[src/rtl/pipe_pkg.sv]
// Shared definitions for the generic pipeline stage register:
// per-stage control widths, control field offsets, NOP constant and occupancy encoding.
package pipe_pkg;

    localparam int IF_ID_CTRL_W  = 8;
    localparam int ID_EX_CTRL_W  = 24;
    localparam int EX_MEM_CTRL_W = 12;
    localparam int MEM_WB_CTRL_W = 6;

    // Field offsets inside the ID/EX control bus
    localparam int CTRL_REG_WR_BIT = 0;
    localparam int CTRL_MEM_WR_BIT = 1;
    localparam int CTRL_MEM_RD_BIT = 2;
    localparam int CTRL_BRANCH_BIT = 3;
    localparam int CTRL_ALU_OP_LSB = 4;
    localparam int CTRL_ALU_OP_W   = 4;

    localparam int MAX_CTRL_W = 64;
    localparam logic [MAX_CTRL_W-1:0] NOP_CTRL = '0;

    localparam logic [1:0] EMPTY = 2'd0;
    localparam logic [1:0] ONE   = 2'd1;
    localparam logic [1:0] FULL  = 2'd2;

    typedef enum logic [1:0] {
        ST_EMPTY = EMPTY,
        ST_ONE   = ONE,
        ST_FULL  = FULL
    } stage_state_e;

endpackage

[src/rtl/pipe_entry.sv]
// One held instruction: data + control register with load enable and synchronous clear.
// Control always clears; data only clears when CLEAR_DATA is set.
module pipe_entry #(
    parameter int DATA_W     = 96,
    parameter int CTRL_W     = 24,
    parameter int CLEAR_DATA = 0
) (
    input  logic              clk,
    input  logic              reset,
    input  logic              load,
    input  logic              clear,
    input  logic [DATA_W-1:0] in_data,
    input  logic [CTRL_W-1:0] in_ctrl,
    output logic [DATA_W-1:0] out_data,
    output logic [CTRL_W-1:0] out_ctrl
);

    always_ff @(posedge clk or negedge reset) begin
        if (!reset)
            out_ctrl <= '0;
        else if (clear)
            out_ctrl <= '0;
        else if (load)
            out_ctrl <= in_ctrl;
    end

    generate
        if (CLEAR_DATA != 0) begin : g_clear
            always_ff @(posedge clk or negedge reset) begin
                if (!reset)
                    out_data <= '0;
                else if (clear)
                    out_data <= '0;
                else if (load)
                    out_data <= in_data;
            end
        end else begin : g_hold
            // No reset on the datapath: it only toggles when a new instruction lands
            always_ff @(posedge clk) begin
                if (load)
                    out_data <= in_data;
            end
        end
    endgenerate

endmodule

[src/rtl/pipe_stage_reg.sv]
// Generic pipeline stage register with valid/ready handshake, optional skid entry
// and synchronous flush; a bubble always presents an all-zero (NOP) control bus.
import pipe_pkg::*;

module pipe_stage_reg #(
    parameter int DATA_W     = 96,
    parameter int CTRL_W     = 24,
    parameter int SKID       = 1,
    parameter int CLEAR_DATA = 0
) (
    input  logic              clk,
    input  logic              reset,
    input  logic              in_valid,
    output logic              in_ready,
    input  logic [DATA_W-1:0] in_data,
    input  logic [CTRL_W-1:0] in_ctrl,
    output logic              out_valid,
    input  logic              out_ready,
    output logic [DATA_W-1:0] out_data,
    output logic [CTRL_W-1:0] out_ctrl,
    input  logic              flush,
    output logic [1:0]        occupancy
);

    stage_state_e      state, state_nx;
    logic              ready_q;
    logic              accept, drain;
    logic              load_m, load_s, clr_m, clr_s, m_from_s;
    logic [DATA_W-1:0] m_data, s_data, m_d;
    logic [CTRL_W-1:0] m_ctrl, s_ctrl, m_c;

    assign out_valid = (state != ST_EMPTY);
    assign occupancy = state;
    assign in_ready  = (SKID != 0) ? ready_q : (ready_q & (out_ready | ~out_valid));
    assign accept    = in_valid & in_ready;
    assign drain     = out_valid & out_ready;
    assign out_data  = m_data;
    assign out_ctrl  = out_valid ? m_ctrl : CTRL_W'(NOP_CTRL);
    assign m_d       = m_from_s ? s_data : in_data;
    assign m_c       = m_from_s ? s_ctrl : in_ctrl;

    // Flush wins: an accept in the same cycle is dropped, a drain already happened downstream
    always_comb begin
        state_nx = state;
        load_m   = 1'b0;
        load_s   = 1'b0;
        clr_m    = 1'b0;
        clr_s    = 1'b0;
        m_from_s = 1'b0;
        if (flush) begin
            state_nx = ST_EMPTY;
            clr_m    = 1'b1;
            clr_s    = 1'b1;
        end else begin
            case (state)
                ST_EMPTY: begin
                    if (accept) begin
                        load_m   = 1'b1;
                        state_nx = ST_ONE;
                    end
                end
                ST_ONE: begin
                    if (accept && drain) begin
                        load_m = 1'b1;
                    end else if (accept && SKID != 0) begin
                        load_s   = 1'b1;
                        state_nx = ST_FULL;
                    end else if (drain && !accept) begin
                        clr_m    = 1'b1;
                        state_nx = ST_EMPTY;
                    end
                end
                ST_FULL: begin
                    if (drain) begin
                        load_m   = 1'b1;
                        m_from_s = 1'b1;
                        clr_s    = 1'b1;
                        state_nx = ST_ONE;
                    end
                end
                default: state_nx = ST_EMPTY;
            endcase
        end
    end

    // ready_q doubles as the "out of reset" flag when there is no skid entry
    always_ff @(posedge clk or negedge reset) begin
        if (!reset) begin
            state   <= ST_EMPTY;
            ready_q <= 1'b0;
        end else begin
            state   <= state_nx;
            ready_q <= (state_nx != ST_FULL);
        end
    end

    pipe_entry #(.DATA_W(DATA_W), .CTRL_W(CTRL_W), .CLEAR_DATA(CLEAR_DATA)) u_main (
        .clk      (clk),
        .reset    (reset),
        .load     (load_m),
        .clear    (clr_m),
        .in_data  (m_d),
        .in_ctrl  (m_c),
        .out_data (m_data),
        .out_ctrl (m_ctrl)
    );

    pipe_entry #(.DATA_W(DATA_W), .CTRL_W(CTRL_W), .CLEAR_DATA(CLEAR_DATA)) u_skid (
        .clk      (clk),
        .reset    (reset),
        .load     (load_s),
        .clear    (clr_s),
        .in_data  (in_data),
        .in_ctrl  (in_ctrl),
        .out_data (s_data),
        .out_ctrl (s_ctrl)
    );

endmodule
[config.mk]
export PLATFORM = sky130hd
export DESIGN_NAME = pipe_stage_reg
export DESIGN_NICKNAME = d
export VERILOG_FILES = /design/src/rtl/pipe_pkg.sv /design/src/rtl/pipe_entry.sv /design/src/rtl/pipe_stage_reg.sv
export SDC_FILE = /design/constraint.sdc
export NUM_CORES = 1
export LEC_CHECK = 0
export ABC_AREA = 1
export BUFFER_PORTS_ARGS = -buffer_cell sky130_fd_sc_hd__buf_2
export CORE_UTILIZATION = 30
export CTS_CLUSTER_DIAMETER = 50
export DETAILED_ROUTE_END_ITERATION = 8
export PLACE_DENSITY = 0.57
export SYNTH_ARGS = -nofsm -noshare
export SYNTH_HDL_FRONTEND = slang
export SYNTH_SLANG_ARGS = --single-unit
[constraint.sdc]
create_clock -name clk -period 6.4 [get_ports clk]
set_clock_uncertainty 0.2 [all_clocks]
set_input_delay 1.28 -clock clk [delete_from_list [all_inputs] [get_ports clk]]
set_output_delay 1.28 -clock clk [all_outputs]
set_load 0.01 [all_outputs]
Word-level counts from Yosys, hierarchy flattened
Cells that the tools add are included.
{ "op_classes": {"n_eq_ne": 3, "muxes": 30, "n_bitwise": 2, "reduce_logical": 7} }
{ "ops": {"columns": ["op", "n"], "rows": [
  ["two-way mux 24 bit", 6],
  ["two-way mux 96 bit", 1],
  ["two-way mux 1 bit", 15],
  ["two-way mux 2 bit", 6],
  ["case mux 2 bit (3 select lines)", 1],
  ["nonzero test 2 bit", 3],
  ["case mux 1 bit (3 select lines)", 1],
  ["bitwise AND 1 bit", 2],
  ["== test 2 x 1 -> 1 bit, second input constant", 1],
  ["== test 2 bit, second input constant", 1],
  ["logical AND 1 bit", 2],
  ["zero test 2 bit", 1],
  ["!= test 2 bit, second input constant", 1],
  ["zero test 1 bit", 1]
]} }
{ "word_totals": {"ff_bits": 243, "input_bits": 125} }

Depth between registers and ports, before layout
{ "logic_depth": {"depth_word": 9, "mapped_depth": 8, "ltp_nobuf": 7} }

Hierarchy
From an unflattened synthesis, not the netlist that was laid out.
{ "unflattened": {"hier_cells": 879, "area_unflattened_um2": 9796.9} }
{ "by_module_without_submodules": {"columns": ["mod", "instances", "cells_per_inst", "area_each_um2"], "rows": [
  ["pipe_entry", 2, 201, 3852.4],
  ["pipe_stage_reg", 1, 477, 2092.0]
]} }

Worst setup path before layout
No wires, ideal clock.
{ "synth_path": {"path_type": "input -> register", "from": "input port out_ready", "to": "register u_main.out_data[0] (enable)", "arrival_ns": 3.804, "required_time_ns": 5.750, "path_slack_ns": 1.947, "path_stages": 6, "n_path_buf": 2, "cell_sequence": "buf_2 -> nand4_1 -> nand3_4 -> nand2_4 -> buf_6 -> inv_1"} }
{ "synth_between": {"elab_chain_cells": 5, "word_cells_on_any_way": 6, "classes_between": "4 x mux; 1 x bitwise; 1 x reduce/logical"} }
{ "synth_rtl": {"columns": ["item", "line_no", "rtl"], "rows": [
  ["from (decl)", "pipe_stage_reg.sv:18", "input logic out_ready,"],
  ["bitwise AND 1 bit *", "pipe_stage_reg.sv:36", "assign drain = out_valid & out_ready;"],
  ["logical AND 1 bit", "pipe_stage_reg.sv:63", "if (accept && drain) begin"],
  ["two-way mux 1 bit", "pipe_stage_reg.sv:63", null],
  ["case mux 1 bit (3 select lines) *", "pipe_stage_reg.sv:55", "case (state)"],
  ["two-way mux 1 bit *", "pipe_stage_reg.sv:50", "if (flush) begin"],
  ["net load_m", "pipe_stage_reg.sv:28", "logic load_m, load_s, clr_m, clr_s, m_from_s;"],
  ["to (signal assigned)", "pipe_entry.sv:41", "out_data <= in_data;"],
  ["to (decl)", "pipe_entry.sv:14", "output logic [DATA_W-1:0] out_data,"]
]} }
The timed path passes the listed nets; every way through them passes the cells marked *.
A chain may end at the register's enable or synchronous reset.

Final worst setup path
{ "layout_path": {"from": "register state[0] (netlist: occupancy[0])", "to": "register u_main.out_data[5] (enable)"} }
{ "layout_between": {"elab_chain_cells": 6, "word_cells_on_any_way": 10, "classes_between": "2 x eq/ne; 4 x mux; 1 x bitwise; 3 x reduce/logical"} }
{ "layout_rtl": {"columns": ["item", "line_no", "rtl"], "rows": [
  ["from (decl)", "pipe_stage_reg.sv:25", "stage_state_e state, state_nx;"],
  ["from (signal assigned)", "pipe_stage_reg.sv:92", "state <= state_nx;"],
  ["nonzero test 2 bit", "pipe_stage_reg.sv:32", "assign out_valid = (state != ST_EMPTY);"],
  ["bitwise AND 1 bit", "pipe_stage_reg.sv:36", null],
  ["logical AND 1 bit", "pipe_stage_reg.sv:63", null],
  ["two-way mux 1 bit", "pipe_stage_reg.sv:63", null],
  ["case mux 1 bit (3 select lines) *", "pipe_stage_reg.sv:55", null],
  ["two-way mux 1 bit *", "pipe_stage_reg.sv:50", null],
  ["net load_m", "pipe_stage_reg.sv:28", null]
]} }
Marked as above.

==> impl_table.tex <==
\begin{tabular}{lr}
\hline
Metric & Value \\
\hline
\multicolumn{2}{l}{\textbf{Power}} \\
\quad Maximum vdd ir drop & 0.201 mV \\
\quad Overall power & 3.76 mW \\
\quad Total power divided by cell area & 310 nW/um\^{}2 \\
\quad LEAKAGE & 5.35 nW \\
\multicolumn{2}{l}{\textbf{Setup path}} \\
\quad Critical path class & flop to flop \\
\quad Worst Reg2Reg Path Length in Cells & 6 \\
\quad Worst R2R End & u\_main.out\_data[5] \\
\quad Arrival time at the worst endpoint & 3660 ps \\
\quad Register-to-register setup slack & 2720 ps \\
\quad Beginning of the worst register-to-register path & occupancy[0] \\
\quad Critical path data required time & 6390 ps \\
\quad Critical Path Source Type & flop \\
\quad Type of destination of the critical path & flop \\
\quad Startpoint of the most critical setup path & occupancy[0] \\
\quad Critical path peak fanout & 64 \\
\multicolumn{2}{l}{\textbf{Hold path}} \\
\quad Worst Hold Launch & u\_main.out\_ctrl[3] \\
\quad Path type of the worst min-delay path & flop to flop \\
\quad Hold Crit Endpoint & u\_main.out\_ctrl[3] \\
\quad Cells on Worst Hold Path & 2 \\
\multicolumn{2}{l}{\textbf{Finish}} \\
\quad Fillcell total & 3074 \\
\quad FF+latch area & 7040 um\^{}2 \\
\quad Area growth from synthesis to layout & 27.0\% \\
\quad Final net count & 1215 \\
\quad Number of standard cells in the layout, taps in and fillers out & 1509 \\
\quad Multi-input gate area in the final layout & 2080 um\^{}2 \\
\quad Layout cells sized above 1 & 0.279 \\
\quad Final core utilization & 0.391 \\
\multicolumn{2}{l}{\textbf{CTS}} \\
\quad Cell chosen for the clock root & clkbuf\_16 \\
\quad Clock input transition at the sequential cells of the worst setup and hold paths & 60 ps \\
\quad H-tree lvl count & 1 \\
\quad Skew-Pair Late Insertion Delay & 540 ps \\
\quad Count of cells resized by post-cts repair & 0 \\
\quad TritonCTS clock tree & built \\
\quad Number of sinks driven by the clock tree & 243 \\
\quad CTS Buf Count & 30 \\
\quad Clock Path Buffers & 3 \\
\quad Number of buffers added to fix hold violations after cts & 0 \\
\quad Post CTS Setup Buffer Count & 0 \\
\multicolumn{2}{l}{\textbf{Detailed routing}} \\
\quad Violation count after the first detailed-routing iteration & 427 \\
\quad Routed Wire Length & 23700 um \\
\quad Average detailed-routed wire length per instance & 15.7 um \\
\quad Vias post-DR & 6750 \\
\quad Antenna Nets Post-Route & 0 \\
\quad Via density per instance & 4.47 \\
\quad Count of unresolved DRC violations after routing & 0 \\
\quad Detailed-router iteration count before antenna repair & 6 \\
\multicolumn{2}{l}{\textbf{Global route}} \\
\quad Sum of overflow across all layers after global routing & 0 \\
\quad Global-route wire length before repair & 36200 um \\
\quad Via count of the first global-routing pass & 6346 \\
\quad Pin count of the biggest net entering global routing & 81 \\
\quad Initial antenna violation count & 3 \\
\quad GRT Total Usage & 0.141 \\
\multicolumn{2}{l}{\textbf{Timing}} \\
\quad Shortest period the worst path allows & 3680 ps \\
\quad Count of final hold-check violations & 0 \\
\quad Share of the clock period used by the worst path after layout & 0.575 \\
\quad Setup repair after global routing missed its margin & no \\
\quad Final-report setup violation count & 0 \\
\quad Final total negative setup slack & 0 ps \\
\quad Worst Max-Slew Pin Slew & 1130 ps \\
\quad Slew Limit Headroom & 0.244 \\
\quad Max-slew violation total from the final report & 0 \\
\quad Maximum clock frequency & 272 MHz \\
\quad Final Worst Setup Slack & 2720 ps \\
\multicolumn{2}{l}{\textbf{Yosys}} \\
\quad Syn\_nets & 968 \\
\quad Number of flip-flops and latches in the synthesized netlist & 243 \\
\quad Number of different library cells in the post-synthesis netlist & 22 \\
\quad Fraction of registers with async set or reset after synthesis & 0.210 \\
\quad Total number of yosys warnings & 0 \\
\quad Synth Area per Inst & 11.3 um\^{}2 \\
\quad Gate count after technology mapping & 843 \\
\quad Sequential element share of the synthesized area & 0.738 \\
\quad Fraction of synthesized cell area taken by the top area cell type & 0.604 \\
\quad Number of flops mapped to enable cells by yosys & 192 \\
\quad Most common library cells after synthesis & 368 x nand2\_1, 192 x edfxtp\_1, 53 x inv\_1 \\
\quad Most numerous cell in the Yosys netlist & nand2\_1 \\
\quad Synthesized cell area & 9550 um\^{}2 \\
\quad Main synth FF type & edfxtp\_1 \\
\quad Post-synth top area cell & edfxtp\_1 \\
\quad Leading post-synthesis cells by cell area & edfxtp\_1 60\%, nand2\_1 14\%, dfrtp\_1 13\% \\
\multicolumn{2}{l}{\textbf{Floorplan}} \\
\quad Die Height & 180 um \\
\quad Die X-Extent & 180 um \\
\quad Total number of placement rows & 64 \\
\quad \# IOs & 249 \\
\quad Floorplan die area & 32500 um\^{}2 \\
\quad Starting density of the core & 0.308 \\
\quad Total core area & 31000 um\^{}2 \\
\multicolumn{2}{l}{\textbf{Job}} \\
\quad Max-cap check violation count & 0 \\
\multicolumn{2}{l}{\textbf{Placement}} \\
\quad HPWL after detailed placement & 15300 um \\
\quad Global placement routability congestion & 0.765 \\
\quad Number of instances in the placed design & 1454 \\
\quad Port-buffer cells & 248 \\
\quad Post-place setup slack & 2170 ps \\
\multicolumn{2}{l}{\textbf{Outcome}} \\
\quad Status & finished clean \\
\hline
\end{tabular}
==> worst max-delay path, cell delays in order, from the launching register on <==
cell	delay (ps)
dfrtp_1	480
nor2_4	520
nand2_1	220
nand3_4	330
nand2_4	260
inv_4	720
buf_4	560
==> kinds of logic after synthesis <==
logic type,after synthesis,synth area share
AOI/OAI and AO/OA,49,0.0258
DFF,243,0.738
buffers and inverters,97,0.0451
and+or+nand+nor,454,0.192
==> flip-flops by register name, summed over array words and instances (netlist names) <==
signal	count
u_skid.out_data	96
u_main.out_data	96
u_main.out_ctrl	24
in_ready	1
u_skid.out_ctrl	24
occupancy	2
==> worst max path at each step <==
stage | to | slack (ps) | cells past startpoint
detailed placement | u_main.out_data[55] | 2170 | 7
global placement | u_main.out_data[55] | 2190 | 7
global route | u_main.out_data[10] | 2380 | 6
finish | u_main.out_data[5] | 2720 | 6
floorplan | u_main.out_data[0] | 1950 | 6
CTS | u_main.out_data[10] | 2580 | 6
==> layout make-up <==
type / instances / area share
Antenna cell: 1 / 0.000206
Clock buffer: 35 / 0.0635
Clock inverter: 19 / 0.0185
Inverter: 57 / 0.0182
Multi-Input combinational cell: 503 / 0.171
Sequential cell: 243 / 0.581
Tap cell: 396 / 0.0409
Timing Repair Buffer: 255 / 0.107
==> layout by cell type, fill, tap and decap left out, drive strengths merged, types with 4 or more instances in the layout <==
master / Yosys / final
edfxtp: 192 / 192
clkbuf: 8 / 35
inv: 57 / 60
nand3: 52 / 52
buf: 32 / 255
nor2: 30 / 30
bufinv: 0 / 4
clkinv: 0 / 10
dfrtp: 51 / 51
nand2: 369 / 369
o21ai: 48 / 48
==> per-stage QoR <==
stage          hold slack, ps  cell area (um^2)
6_report                  295             12100
5_1_grt                   318             12100
4_1_cts                   291             12100
3_5_place_dp              287             11100
3_3_place_gp              281             11100
2_1_floorplan             269              9550
==> routing by layer <==
layer	track usage	routed length, um
met1	0.192	10800
met3	0.0333	1690
met2	0.223	10600
met4	0.0393	616
met5	0	25
==> power breakdown <==
group	switching, mW	leakage [nW]	internal [mW]	total, mW
clock network	0.663	0.478	1.02	1.69
logic	0.171	2.42	0.0909	0.262
registers	0.0229	2.45	1.78	1.81
total	0.857	5.35	2.90	3.76
No activity file was read; power rests on OpenSTA's default activity.
